## src/rtl/shift_pkg.sv

```systemverilog
// rtl/shift_pkg.sv - shared types for the right shift sequencer
package shift_pkg;

    typedef enum logic {
        SHIFT_ARITH = 1'b0,
        SHIFT_LOGIC = 1'b1
    } shift_mode_t;

    typedef enum logic [1:0] {
        IDLE,
        SHIFT,
        DONE
    } rss_state_t;

endpackage

```

## src/rtl/shift_down_counter.sv

```systemverilog
// rtl/shift_down_counter.sv - loadable down counter with one/zero flags
module shift_down_counter #(
    parameter int SHW = 5
) (
    input  logic           clk,
    input  logic           rst_n,
    input  logic           load,
    input  logic [SHW-1:0] load_val,
    input  logic           dec,
    output logic           is_one,
    output logic           is_zero
);

    logic [SHW-1:0] cnt;

    // Saturates at zero so a stray decrement can never wrap.
    always_ff @(posedge clk or negedge rst_n) begin
        if (!rst_n) begin
            cnt <= '0;
        end else if (load) begin
            cnt <= load_val;
        end else if (dec && (cnt != '0)) begin
            cnt <= cnt - 1'b1;
        end
    end

    assign is_one  = (cnt == SHW'(1));
    assign is_zero = (cnt == '0);

endmodule

```

## src/rtl/right_shift_sequencer.sv

```systemverilog
// rtl/right_shift_sequencer.sv - one-bit-per-clock right shifter with start/busy/done
// Optional sticky output (OR of shifted-out bits) enabled by defining RSS_STICKY_EN.
module right_shift_sequencer
    import shift_pkg::*;
#(
    parameter int WIDTH = 16,
    parameter int SHW   = $clog2(WIDTH) + 1
) (
    input  logic             clk,
    input  logic             rst_n,
    input  logic             start,
    input  logic [WIDTH-1:0] din,
    input  logic [SHW-1:0]   shamt,
    input  logic             mode,
    output logic             busy,
    output logic             done,
    output logic [WIDTH-1:0] dout
`ifdef RSS_STICKY_EN
    ,
    output logic             sticky
`endif
);

    rss_state_t       state_q, state_d;
    shift_mode_t      mode_q;
    logic [WIDTH-1:0] data_q;
    logic [SHW-1:0]   shamt_clamped;
    logic             load, step;
    logic             cnt_is_one, cnt_is_zero;

    assign shamt_clamped = (shamt > SHW'(WIDTH)) ? SHW'(WIDTH) : shamt;
    assign load          = (state_q == IDLE) && start;
    assign step          = (state_q == SHIFT);

    shift_down_counter #(.SHW(SHW)) u_cnt (
        .clk      (clk),
        .rst_n    (rst_n),
        .load     (load),
        .load_val (shamt_clamped),
        .dec      (step),
        .is_one   (cnt_is_one),
        .is_zero  (cnt_is_zero)
    );

    always_ff @(posedge clk or negedge rst_n) begin
        if (!rst_n) begin
            state_q <= IDLE;
        end else begin
            state_q <= state_d;
        end
    end

    always_comb begin
        state_d = state_q;
        case (state_q)
            IDLE:    if (start) state_d = (shamt_clamped == '0) ? DONE : SHIFT;
            SHIFT:   if (cnt_is_one || cnt_is_zero) state_d = DONE;
            DONE:    state_d = IDLE;
            default: state_d = IDLE;
        endcase
    end

    // Operands are captured at load so later input changes cannot disturb the operation.
    always_ff @(posedge clk or negedge rst_n) begin
        if (!rst_n) begin
            data_q <= '0;
            mode_q <= SHIFT_ARITH;
        end else if (load) begin
            data_q <= din;
            mode_q <= shift_mode_t'(mode);
        end else if (step) begin
            data_q <= (mode_q == SHIFT_LOGIC) ? {1'b0, data_q[WIDTH-1:1]}
                                              : {data_q[WIDTH-1], data_q[WIDTH-1:1]};
        end
    end

`ifdef RSS_STICKY_EN
    always_ff @(posedge clk or negedge rst_n) begin
        if (!rst_n) begin
            sticky <= 1'b0;
        end else if (load) begin
            sticky <= 1'b0;
        end else if (step) begin
            sticky <= sticky | data_q[0];
        end
    end
`endif

    assign busy = (state_q == SHIFT);
    assign done = (state_q == DONE);
    assign dout = data_q;

endmodule

```

## config.mk

```make
export PLATFORM = sky130hd
export DESIGN_NAME = right_shift_sequencer
export DESIGN_NICKNAME = d
export VERILOG_FILES = /design/src/rtl/shift_pkg.sv /design/src/rtl/shift_down_counter.sv /design/src/rtl/right_shift_sequencer.sv
export SDC_FILE = /design/constraint.sdc
export NUM_CORES = 1
export LEC_CHECK = 0
export CAP_MARGIN = 20
export CORE_MARGIN = 4
export CORE_UTILIZATION = 42
export DETAILED_ROUTE_END_ITERATION = 12
export HOLD_SLACK_MARGIN = 0.03
export MAX_ROUTING_LAYER = met4
export PLACE_DENSITY = 0.84
export SLEW_MARGIN = 0
export SYNTH_ARGS = -nofsm -noshare
export SYNTH_HDL_FRONTEND = slang
export SYNTH_HIERARCHICAL = 1
export SYNTH_SLANG_ARGS = --single-unit
```

## constraint.sdc

```tcl
create_clock -name clk -period 1.79 [get_ports clk]
set_input_delay 0.358 -clock clk [delete_from_list [all_inputs] [get_ports clk]]
set_output_delay 0.358 -clock clk [all_outputs]
set_load 0.02 [all_outputs]
```

Word level (Yosys, flattened, before mapping)
Index checks and enable logic that the tools add are counted.
{"block": "word_totals", "ramBits": 0, "memories": 0, "output_inout_bits": 18, "latchBits": 0, "reg_bits": 24, "elab_cells": 34, "mem_bits_ro": 0}
{"block": "op_classes", "n_shift": 0, "magnitude_cmp": 1, "n_bitwise": 0, "eq_ne": 5, "n_reduce_logical": 12, "n_div": 0, "multipliers": 0, "n_mux": 10, "n_addsub": 1}
{"cell": "16-bit two-way mux", "n": 3}
{"cell": "5-bit two-way mux", "n": 3}
{"cell": "5-bit logical NOT", "n": 2}
{"cell": "2-bit two-way mux", "n": 3}
{"cell": "2-bit nonzero test", "n": 3}
{"cell": "5-bit by 1-bit == test with 1-bit output (second input constant)", "n": 1}
{"cell": "5-bit > comparator (second input constant)", "n": 1}
{"cell": "5-bit nonzero test", "n": 1}
{"cell": "5-bit by 1-bit subtractor with 5-bit output (second input constant)", "n": 1}
{"cell": "2-bit != test (second input constant)", "n": 2}
{"cell": "2-bit case mux with 2 select lines", "n": 1}
{"cell": "2-bit AND reduction", "n": 2}
{"cell": "2-bit by 1-bit == test with 1-bit output (second input constant)", "n": 1}
{"cell": "2-bit == test (second input constant)", "n": 1}
{"cell": "1-bit logical AND", "n": 2}
{"cell": "2-bit logical NOT", "n": 1}
{"cell": "1-bit logical OR", "n": 1}

Longest topological paths before layout
{"block": "logic_depth", "word_depth": 6, "mapped_depth": 8, "mapped_depth_nobuf": 7}

Cells and area by module
The synthesis kept the hierarchy.
{"mod": "right_shift_sequencer", "area_per_inst_um2": 1068.5, "cells_each": 107, "instances": 1, "seq_area_each_um2": 475.5}
{"mod": "shift_down_counter", "area_per_inst_um2": 332.8, "cells_each": 34, "instances": 1, "seq_area_each_um2": 125.1}

Worst setup path after synthesis
OpenSTA, ideal clock, no wires.
{"block": "synth_path", "path_kind": "reg2reg", "start": "register state_q[1]", "end": "register u_cnt.cnt[3]", "setup_time_ns": 0.067, "path_slack_ns": -0.085, "stages_incl_launch_ff": 8, "synth_period_minus_slack_ns": 1.875, "t_arrival_ns": 1.809, "n_path_buf": 3, "cell_sequence": "dfrtp_1 > buf_6 > nor2b_4 > buf_6 > buf_6 > or4b_4 > a2111oi_2 > a221o_1"}
{"block": "synth_between", "elab_chain_cells": 3}
{"item": "start: declaration", "line": "right_shift_sequencer.sv:24", "rtl": "rss_state_t state_q, state_d;"}
{"item": "start signal: assignment", "line": "right_shift_sequencer.sv:49", "rtl": "state_q <= state_d;"}
{"item": "2-bit by 1-bit == test with 1-bit output"}
{"item": "named net busy", "line": "right_shift_sequencer.sv:15", "rtl": "output logic busy,"}
{"item": "1-bit logical AND", "line": "shift_down_counter.sv:22", "rtl": "end else if (dec && (cnt != '0)) begin"}
{"item": "2-bit nonzero test (no line)"}
{"item": "end signal: assignment", "line": "shift_down_counter.sv:21", "rtl": "cnt <= load_val;"}
{"item": "end signal: assignment", "line": "shift_down_counter.sv:23", "rtl": "cnt <= cnt - 1'b1;"}
{"item": "end: declaration", "line": "shift_down_counter.sv:14", "rtl": "logic [SHW-1:0] cnt;"}
The timed path passes the listed nets, and every way through them passes these cells.
A chain may end at the register's enable or synchronous reset.

Worst setup path in the final report
{"block": "layout_path", "start": "register u_cnt.cnt[0]", "end": "register u_cnt.cnt[0]"}
{"block": "layout_between", "elab_chain_cells": 3}
{"item": "5-bit by 1-bit subtractor with 5-bit output / 5-bit nonzero test (equally long branches)", "line": "shift_down_counter.sv:23, shift_down_counter.sv:22"}
{"item": "5-bit two-way mux / 1-bit logical AND (equally long branches)", "line": "shift_down_counter.sv:22"}
{"item": "5-bit two-way mux / 2-bit nonzero test (equally long branches)"}
Several ways; a longest one is shown, not always the timed one. The select of a mux whose other input is x is not followed.

==> out/qor.csv <==
metric,value,unit
status,completed,
routed len/inst,15.0,um
RePlAce Congestion,0.790,
postcts setup bufs,0,
worst skew pair latency,310,ps
die width,65.8,um
Tcrit/Tclk final,97.6,%
area grow syn2layout,37.4,%
flop2flop setup slack,40,ps
warnings from Yosys,6,
"Reg clk slew, reported paths",130,ps
Worst Path Required,1990,ps
Die H,65.8,um
Post-CTS Resized,3,
worst slack at placement,20.1,ps
Cells after Synth,141,
post-synthesis average cell area,9.94,sq um
number of fill cells in the layout,267,
register area,602,sq um
GRT overflow,0,
slowest cell on the critical path,or4b_4,
setup ws final,43.6,ps
crit-path max FO,5,
Leak,0.818,nW
number of global-route vias before repair,1343,
Synth Cell Area,1400,sq um
crit end category,flip-flop,
cts bufs inserted,3,
DRC violations left,0,
n_diodes,0,
TritonCTS Sinks,24,
first-pass GRT wire length,5910,um
# hold bufs at CTS,0,
layout cell share with drive strength beyond 1,16.0,%
GR peak layer,met2,
hold_ws,395,ps
Pwr Total,3.15,mW
core area,3130,sq um
CTS tree,built,
All-Layer GR Usage,17.6,%
Syn Nets,168,
I/O pin count,43,
CP Class,reg -> reg,
Max Cap Viol,0,
routed wire length,3480,um
Slew @ Worst Pin,369,ps
worst vdd ir,0.726,mV
Achievable Freq,0.573,GHz
CTS root buf,clkbuf_4,
die area,4320,sq um
Initial Util,44.8,%
vias per inst,5.51,
post-layout util,61.6,%
maximum number of pins on one net before global-route repair,25,
Max Slew Vio Count,0,
initial antenna violation count,0,
critical path cell sequence,inv_1 -> ha_1 -> or4b_4 -> and3_1 -> o31a_1,
power density cells,1640,nW/um^2
unrepaired setup endpoints after global routing,no,
First DRT Iteration DRCs,110,
setup_tns,0,ps
grt met1 use,21.1,%
M2 GR Usage,30.7,%
detailed-route via count,1278,
Relative slew margins,75.1,%
row cnt,20,
crit path time final,1750,ps
Final Skew,5.06,ps
biggest cell delay along the critical path,500,ps
"commonest non-fill, non-tap cells in the layout","40 x clkdlybuf4s50_1, 23 x dfrtp_1, 19 x a21oi_1",
# nets final,217,
DRT Pass-1 Iters,4,
grt met3 use,3.25,%
"most common cell after layout, fill and taps aside",clkdlybuf4s50_1,
Setup Viol. Count Final,0,
clk buf depth,2,
CP arrival,1950,ps
worst hold path class,in -> async,
Post-DP HPWL,2710,um
"Hold Violations, Final",0,
Antenna Nets Post-Route,0,
port buffer count,42,
multi-input logic area,719,sq um
"flops & latches, synth",24,
sequential area share after synthesis,42.9,%
Synth cell types,30,
type of origin of the critical path,flip-flop,
number of H-tree levels,1,
==> final cells by class <==
type	count	share of cell area [%]
Multi-Input combinational cell	102	37.4
Timing Repair Buffer	54	26.4
Clock buffer	3	1.17
Sequential cell	24	31.3
Inverter	5	0.975
Tap cell	44	2.86
==> state kept, by name (all words and copies together) (netlist names) <==
register / cells
u_cnt/cnt: 5
state_q: 2
dout: 16
mode_q: 1
==> logic make-up after synthesis <==
family          count (synthesis)  synth area share [%]
flops                          24                  42.9
buf+inv                        15                  6.70
fa+ha+maj                       2                  1.79
compound gates                 59                  26.8
mux                             2                  2.14
simple gates                   39                  19.7
==> stage by stage <==
| stage | cell area [sq um] | std cells |
|---|---|---|
| 2_1_floorplan | 1420 | 141 |
| 3_3_place_gp | 1900 | 229 |
| 3_5_place_dp | 1900 | 229 |
| 4_1_cts | 1930 | 232 |
| 5_1_grt | 1930 | 232 |
| 6_report | 1930 | 232 |
==> report_power, final <==
group / switching, mW / total, mW / internal, mW
Combinational: 0.929 / 1.85 / 0.920
Sequential: 0.272 / 1.07 / 0.802
Clock: 0.153 / 0.232 / 0.0786
Total: 1.35 / 3.15 / 1.80
==> synthesized netlist by cell type <==
master / number / area share (%)
dfrtp_1: 24 / 43
ha_1: 2 / 1.8
inv_2: 2 / 0.54
mux2_4: 2 / 2.1
or4_4: 1 / 0.80
o31ai_1: 1 / 0.54
o31a_1: 1 / 0.63
clkbuf_1: 5 / 1.3
and3_1: 2 / 0.89
or4b_4: 2 / 2.0
o31ai_2: 2 / 1.8
inv_1: 3 / 0.80
buf_6: 5 / 4.0
o21ai_1: 6 / 2.1
nand2_1: 4 / 1.1
a221o_1: 1 / 0.71
a22oi_1: 15 / 8.0
nand2b_4: 1 / 0.98
a21oi_1: 19 / 6.8
nor2b_1: 16 / 7.1
a21boi_2: 1 / 0.80
or3_1: 1 / 0.45
nor4b_1: 1 / 0.63
o21ai_0: 12 / 4.3
nand2b_1: 1 / 0.45
nor2b_2: 1 / 0.63
a2111oi_2: 1 / 1.1
nor2_1: 2 / 0.54
nor2b_4: 1 / 0.98
and2b_1: 6 / 3.2
==> routing by layer <==
metal | part of all wire (%) | vias to the layer above
met2 | 50 | 57
met5 | 0 | -
li1 | - | 607
met3 | 7.4 | 4
met1 | 42 | 610
met4 | 0.83 | 0
==> path summary, 6_finish.rpt <==
kind / endpoint / cells after the start / start
worst max register to register: u_cnt/cnt[0] / 5 / u_cnt/cnt[0]
worst min-delay path: dout[7] / 2 / rst_n
worst min register to register: mode_q / 1 / mode_q
max in group asynchronous: state_q[1] / 2 / rst_n
min in group clk: mode_q / 1 / mode_q
worst max-delay path: u_cnt/cnt[0] / 5 / u_cnt/cnt[0]
==> critical path, delay by kind of cell (launching register included) <==
| kind | cells | cell delay [ps] |
|---|---|---|
| buffers and inverters | 1 | 100 |
| AOI/OAI and AO/OA | 1 | 230 |
| adders and majority gates | 1 | 180 |
| and+or+nand+nor | 2 | 700 |
| DFF | 1 | 430 |
Power figures use the tool's default switching activity.
